### src/rtl/pwl_pkg.sv
// Shared types and default sizes for the piecewise-linear stimulus sequencer.
package pwl_pkg;

  localparam int DEF_DEPTH = 8;
  localparam int DEF_VW    = 16;
  localparam int DEF_CW    = 16;

  typedef enum logic [1:0] {
    IDLE = 2'd0,
    RUN  = 2'd1,
    DONE = 2'd2
  } pwl_state_e;

  // One table entry: amplitude code and how many accepted samples it lasts.
  typedef struct packed {
    logic signed [DEF_VW-1:0] val;
    logic        [DEF_CW-1:0] dur;
  } pwl_seg_t;

endpackage

### src/rtl/pwl_seg_table.sv
// Segment register file: one synchronous write port, one asynchronous read port.
module pwl_seg_table
  import pwl_pkg::*;
#(
  parameter int DEPTH = DEF_DEPTH,
  parameter int VW    = DEF_VW,
  parameter int CW    = DEF_CW
) (
  input  logic                     clk,
  input  logic                     rst_n,
  input  logic                     i_wrEn,
  input  logic [$clog2(DEPTH)-1:0] i_wrAddr,
  input  logic [VW-1:0]            i_wrVal,
  input  logic [CW-1:0]            i_wrDur,
  input  logic [$clog2(DEPTH)-1:0] i_rdIdx,
  output logic [VW-1:0]            o_rdVal,
  output logic [CW-1:0]            o_rdDur
);

  logic [VW-1:0] r_val [DEPTH];
  logic [CW-1:0] r_dur [DEPTH];

  // Every entry clears on reset so a fresh run always starts from known data.
  always_ff @(posedge clk or negedge rst_n) begin
    if (!rst_n) begin
      for (int i = 0; i < DEPTH; i++) begin
        r_val[i] <= '0;
        r_dur[i] <= '0;
      end
    end else if (i_wrEn) begin
      r_val[i_wrAddr] <= i_wrVal;
      r_dur[i_wrAddr] <= i_wrDur;
    end
  end

  assign o_rdVal = r_val[i_rdIdx];
  assign o_rdDur = r_dur[i_rdIdx];

endmodule

### src/rtl/pwl_stim_seq.sv
// Piecewise-constant stimulus sequencer: walks a segment table and streams
// amplitude codes downstream over a valid/ready handshake.
module pwl_stim_seq
  import pwl_pkg::*;
#(
  parameter int DEPTH = DEF_DEPTH,
  parameter int VW    = DEF_VW,
  parameter int CW    = DEF_CW
) (
  input  logic                     clk,
  input  logic                     rst_n,
  input  logic                     wr_en,
  input  logic [$clog2(DEPTH)-1:0] wr_addr,
  input  logic [VW-1:0]            wr_val,
  input  logic [CW-1:0]            wr_dur,
  input  logic [$clog2(DEPTH):0]   nseg,
  input  logic                     loop,
  input  logic                     start,
  input  logic                     stop,
  output logic [VW-1:0]            out_val,
  output logic                     out_valid,
  input  logic                     out_ready,
  output logic                     busy,
  output logic                     done
);

  localparam int AW = $clog2(DEPTH);

  pwl_state_e      r_state, w_nState;
  logic [AW-1:0]   r_seg, w_nSeg;
  logic [CW-1:0]   r_cnt, w_nCnt;
  logic [AW:0]     r_nseg, w_nNseg;
  logic            r_loop, w_nLoop;
  logic [VW-1:0]   r_holdVal, w_nHold;

  logic [VW-1:0]   w_rdVal;
  logic [CW-1:0]   w_rdDur;
  logic [CW-1:0]   w_cntMax;
  logic [AW:0]     w_nsegClamped;
  logic            w_tblWrEn;
  logic            w_xfer;
  logic            w_lastCnt;
  logic            w_lastSeg;
  logic            w_startOk;

  assign w_tblWrEn = wr_en && (r_state != RUN);

  pwl_seg_table #(
    .DEPTH (DEPTH),
    .VW    (VW),
    .CW    (CW)
  ) u_table (
    .clk      (clk),
    .rst_n    (rst_n),
    .i_wrEn   (w_tblWrEn),
    .i_wrAddr (wr_addr),
    .i_wrVal  (wr_val),
    .i_wrDur  (wr_dur),
    .i_rdIdx  (r_seg),
    .o_rdVal  (w_rdVal),
    .o_rdDur  (w_rdDur)
  );

  // A zero duration is treated as one sample so every segment is emitted.
  assign w_cntMax      = (w_rdDur == '0) ? '0 : (w_rdDur - CW'(1));
  assign w_lastCnt     = (r_cnt == w_cntMax);
  assign w_lastSeg     = (({1'b0, r_seg} + (AW+1)'(1)) == r_nseg);
  assign w_xfer        = (r_state == RUN) && out_ready;
  assign w_startOk     = start && !stop && (nseg != '0);
  assign w_nsegClamped = (nseg > (AW+1)'(DEPTH)) ? (AW+1)'(DEPTH) : nseg;

  always_comb begin
    w_nState = r_state;
    w_nSeg   = r_seg;
    w_nCnt   = r_cnt;
    w_nNseg  = r_nseg;
    w_nLoop  = r_loop;
    w_nHold  = r_holdVal;
    unique case (r_state)
      IDLE: begin
        if (w_startOk) begin
          w_nState = RUN;
          w_nSeg   = '0;
          w_nCnt   = '0;
          w_nNseg  = w_nsegClamped;
          w_nLoop  = loop;
        end
      end
      RUN: begin
        if (stop) begin
          w_nState = IDLE;
          w_nSeg   = '0;
          w_nCnt   = '0;
          w_nHold  = '0;
        end else if (w_xfer) begin
          if (w_lastCnt) begin
            w_nCnt = '0;
            if (w_lastSeg) begin
              if (r_loop) begin
                w_nSeg = '0;
              end else begin
                w_nState = DONE;
                w_nHold  = w_rdVal;
              end
            end else begin
              w_nSeg = r_seg + AW'(1);
            end
          end else begin
            w_nCnt = r_cnt + CW'(1);
          end
        end
      end
      DONE: begin
        if (stop) begin
          w_nState = IDLE;
          w_nSeg   = '0;
          w_nCnt   = '0;
          w_nHold  = '0;
        end else if (w_startOk) begin
          w_nState = RUN;
          w_nSeg   = '0;
          w_nCnt   = '0;
          w_nNseg  = w_nsegClamped;
          w_nLoop  = loop;
        end
      end
      default: begin
        w_nState = IDLE;
      end
    endcase
  end

  always_ff @(posedge clk or negedge rst_n) begin
    if (!rst_n) begin
      r_state   <= IDLE;
      r_seg     <= '0;
      r_cnt     <= '0;
      r_nseg    <= '0;
      r_loop    <= 1'b0;
      r_holdVal <= '0;
    end else begin
      r_state   <= w_nState;
      r_seg     <= w_nSeg;
      r_cnt     <= w_nCnt;
      r_nseg    <= w_nNseg;
      r_loop    <= w_nLoop;
      r_holdVal <= w_nHold;
    end
  end

  // Writes are blocked in RUN, so the entry under r_seg is stable while offered.
  assign out_val   = (r_state == RUN) ? w_rdVal : r_holdVal;
  assign out_valid = (r_state == RUN);
  assign busy      = (r_state == RUN);
  assign done      = (r_state == DONE);

endmodule

### config.mk
export PLATFORM = sky130hd
export DESIGN_NAME = pwl_stim_seq
export DESIGN_NICKNAME = d
export VERILOG_FILES = /design/src/rtl/pwl_pkg.sv /design/src/rtl/pwl_seg_table.sv /design/src/rtl/pwl_stim_seq.sv
export SDC_FILE = /design/constraint.sdc
export NUM_CORES = 1
export LEC_CHECK = 0
export ABC_AREA = 1
export CORE_MARGIN = 2
export CORE_UTILIZATION = 54
export DETAILED_ROUTE_END_ITERATION = 12
export PLACE_DENSITY_LB_ADDON = 0.08
export SLEW_MARGIN = 15
export SYNTH_ARGS = -nofsm -noshare
export SYNTH_HDL_FRONTEND = slang
export SYNTH_SLANG_ARGS = --single-unit
### constraint.sdc
create_clock -name clk -period 3.6 [get_ports clk]
set_clock_uncertainty 0.15 [all_clocks]
set_input_delay 0.36 -clock clk [delete_from_list [all_inputs] [get_ports clk]]
set_output_delay 0.36 -clock clk [all_outputs]
set_load 0.01 [all_outputs]
==> run metrics <==
status completed; vias in the first global route 12906; Fmax 0.2895 GHz; area grow syn2layout 14.80%; core area 27930 sq um; WS Path Type reg2out; post-route insts no fill 2495; largest family of logic cells by synthesized area simple AND/OR/NAND/NOR gates; DR WL/cell 16.39 um; CTS tree yes; number of flops mapped to enable cells by yosys 0; worst skew pair latency 0.53 ns; worst vdd ir 0.0004297 V; Min-Delay Path Class in2reg; post-synthesis xor/xnor area fraction 1.078%; Slew headroom 32.37%; Die ar. 29950 sq um; slew at the pin with the worst max-slew slack 1.014 ns; Worst-path clk slew 0.06 ns; Pwr Density 874.8 nW/um^2; adder-cell share of the synthesized area 0.5674%; Final Hold Fails 0; IO buf count 64; internal power 9174 uW; post-synthesis simple-gate area fraction 25.40%; Synth Area in Compound Gates 15.35%; CP max FO 43; Mapped Cells 2066; antenna-violating nets left 0; net count reported at finish 2146; DP Wirelength 25.56 mm; H-tree depth 2; DR pass1 iterations 5; CTS buffer count 34; Die Wd 173.1 um; vias after detailed routing 13553; grt ovf 0; clock buffer depth 3; die height 173.1 um; sw frac 40.82%; Global Route Usage Sum 27.55%; CP endpoint kind primary output; Rows 61; Synth Net Count 2119; # diodes 0; Crit path required time 3.09 ns; pre-CTS setup slack 0.09926 ns; # setup viols final 0; post-synthesis area per instance 7.471 sq um; reg2reg path depth 21; # placed instances 2430; layout cells sized above 1 7.369%; ys async rst share 100.0%; most frequent cells in the layout nand2_1 (602), o21ai_0 (370), dfrtp_1 (296); P_sw 6329 uW; first-pass GRT wire length 67.08 mm; Synth Flop Type dfrtp_1; DR vias/cell 5.432; worst hold slack 0.2480 ns; pin count of the biggest net entering global routing 112; Routed WL 40.90 mm; startpoint types flip-flop; Syn Std Cell Area 15440 sq um; count of pins over their slew limit 0; RSZ-0062 raised after global routing yes; I/O pins 65; Placer Congestion 0.8670; post-layout minimum cycle time 3.454 ns; Max Cap Viol 0; utilization after layout 63.44%; Final WS setup 0.1460 ns; initial DRC count 1101; hold path depth 3; sequential share of power 34.5%; mux contribution to synthesized area 0.06485%; clock root cell clkbuf_16; share of total power in the clock network 22.8%; clock net sink count 298; setup TNS 0 ns; Seq/Total Area, Yosys 48.31%; synthesis-stage register bit count 298; commonest non-fill, non-tap cell in the layout nand2_1; Comb pwr share 42.7%; Initial Util 55.26%; Distinct cells, synth 37; initial antenna violation count 0; DRC Markers 0; Worst EP arrival 2.94 ns; Leakage Power 0.008640 uW; warnings from Yosys 0; fill count 2500; crit share post-route 95.95%
## Yosys cell counts, types with 9 or more instances
cell | number | area share, %
buf_4 | 10 | 0.49
o21ai_0 | 374 | 12
nand2_2 | 10 | 0.41
dfrtp_1 | 298 | 48
xor2_1 | 16 | 0.91
clkbuf_1 | 86 | 2.1
nor2_1 | 137 | 3.3
nand4_1 | 31 | 1.3
inv_2 | 9 | 0.22
buf_2 | 14 | 0.45
nand3_1 | 119 | 3.9
nor3_1 | 11 | 0.36
inv_1 | 217 | 5.3
nand2_1 | 606 | 15
a21oi_1 | 44 | 1.4
o221ai_1 | 16 | 0.91
## per-stage QoR
stage          total power, uW  cell area [sq um]
3_5_place_dp             11800              16460
2_1_floorplan             9944              15440
4_1_cts                  15390              17610
5_1_grt                  16800              17720
6_report                 15500              17720
3_3_place_gp             11620              16460
## state kept, by name, summed over array words and instances (netlist names)
register / cells
r_state: 2
r_holdVal: 16
r_loop: 1
u_table.r_dur: 128
u_table.r_val: 128
r_nseg: 4
r_cnt: 16
r_seg: 3
## cell families after synthesis
logic type / Yosys count
mux: 1
fa+ha+maj: 7
buf+inv: 350
simple gates: 937
flops: 298
compound gates: 454
xor+xnor: 19
## per-layer routing
layer	wire length, um	part of all wire (%)	GRT usage (%)
met1	18300	45	37.49
met2	18930	46	44.65
met5	0	0	0
met3	2096	5.1	4.002
met4	1571	3.8	11.02
## critical path, cell delays in order, from the launching register on
cell and delay, ns:
dfrtp_4 0.53, clkbuf_16 0.30, a21oi_1 0.09, o21ai_0 0.07
o21ai_0 0.10, o21ai_0 0.68, o21ai_0 0.15, clkdlybuf4s50_1 0.51
## worst paths after layout
| kind | startpoint | endpoint | slack [ns] |
|---|---|---|---|
| max | r_seg[0] | out_val[0] | 0.15 |
| min | loop | r_loop | 0.25 |
| max reg2reg | r_seg[0] | r_holdVal[10] | 0.20 |
| min reg2reg | r_holdVal[12] | r_holdVal[12] | 0.32 |
| max in group asynchronous | rst_n | u_table.r_dur[12] | 2.05 |
| min in group asynchronous | rst_n | u_table.r_dur[34] | 0.36 |
## power by group through the flow
stage	sequential, uW	clock, uW	combinational, uW
final	5360	3530	6620
after global routing	5510	3750	7540
after CTS	5330	3590	6480
after detailed placement	5370	0	6430
after global placement	5330	0	6280
after floorplan	5180	0	4770
## timing repair
action,in CTS,in global routing
pin swaps,0,1
setup buffers,0,2
resized for setup,3,14
setup endpoints to repair,4,34
hold buffers,1,0
endpoints found under the hold margin,104,0
cloned,0,2
## area by class of cell
class | instances | area [sq um] | share of cell area (%)
Clock buffer | 51 | 1026 | 5.790
Clock inverter | 9 | 113.9 | 0.6425
Inverter | 231 | 874.6 | 4.935
Multi-Input combinational cell | 1419 | 6636 | 37.45
Sequential cell | 298 | 7462 | 42.11
Tap cell | 378 | 473.0 | 2.669
Timing Repair Buffer | 109 | 1135 | 6.404
(Power assumes the default switching activity.)
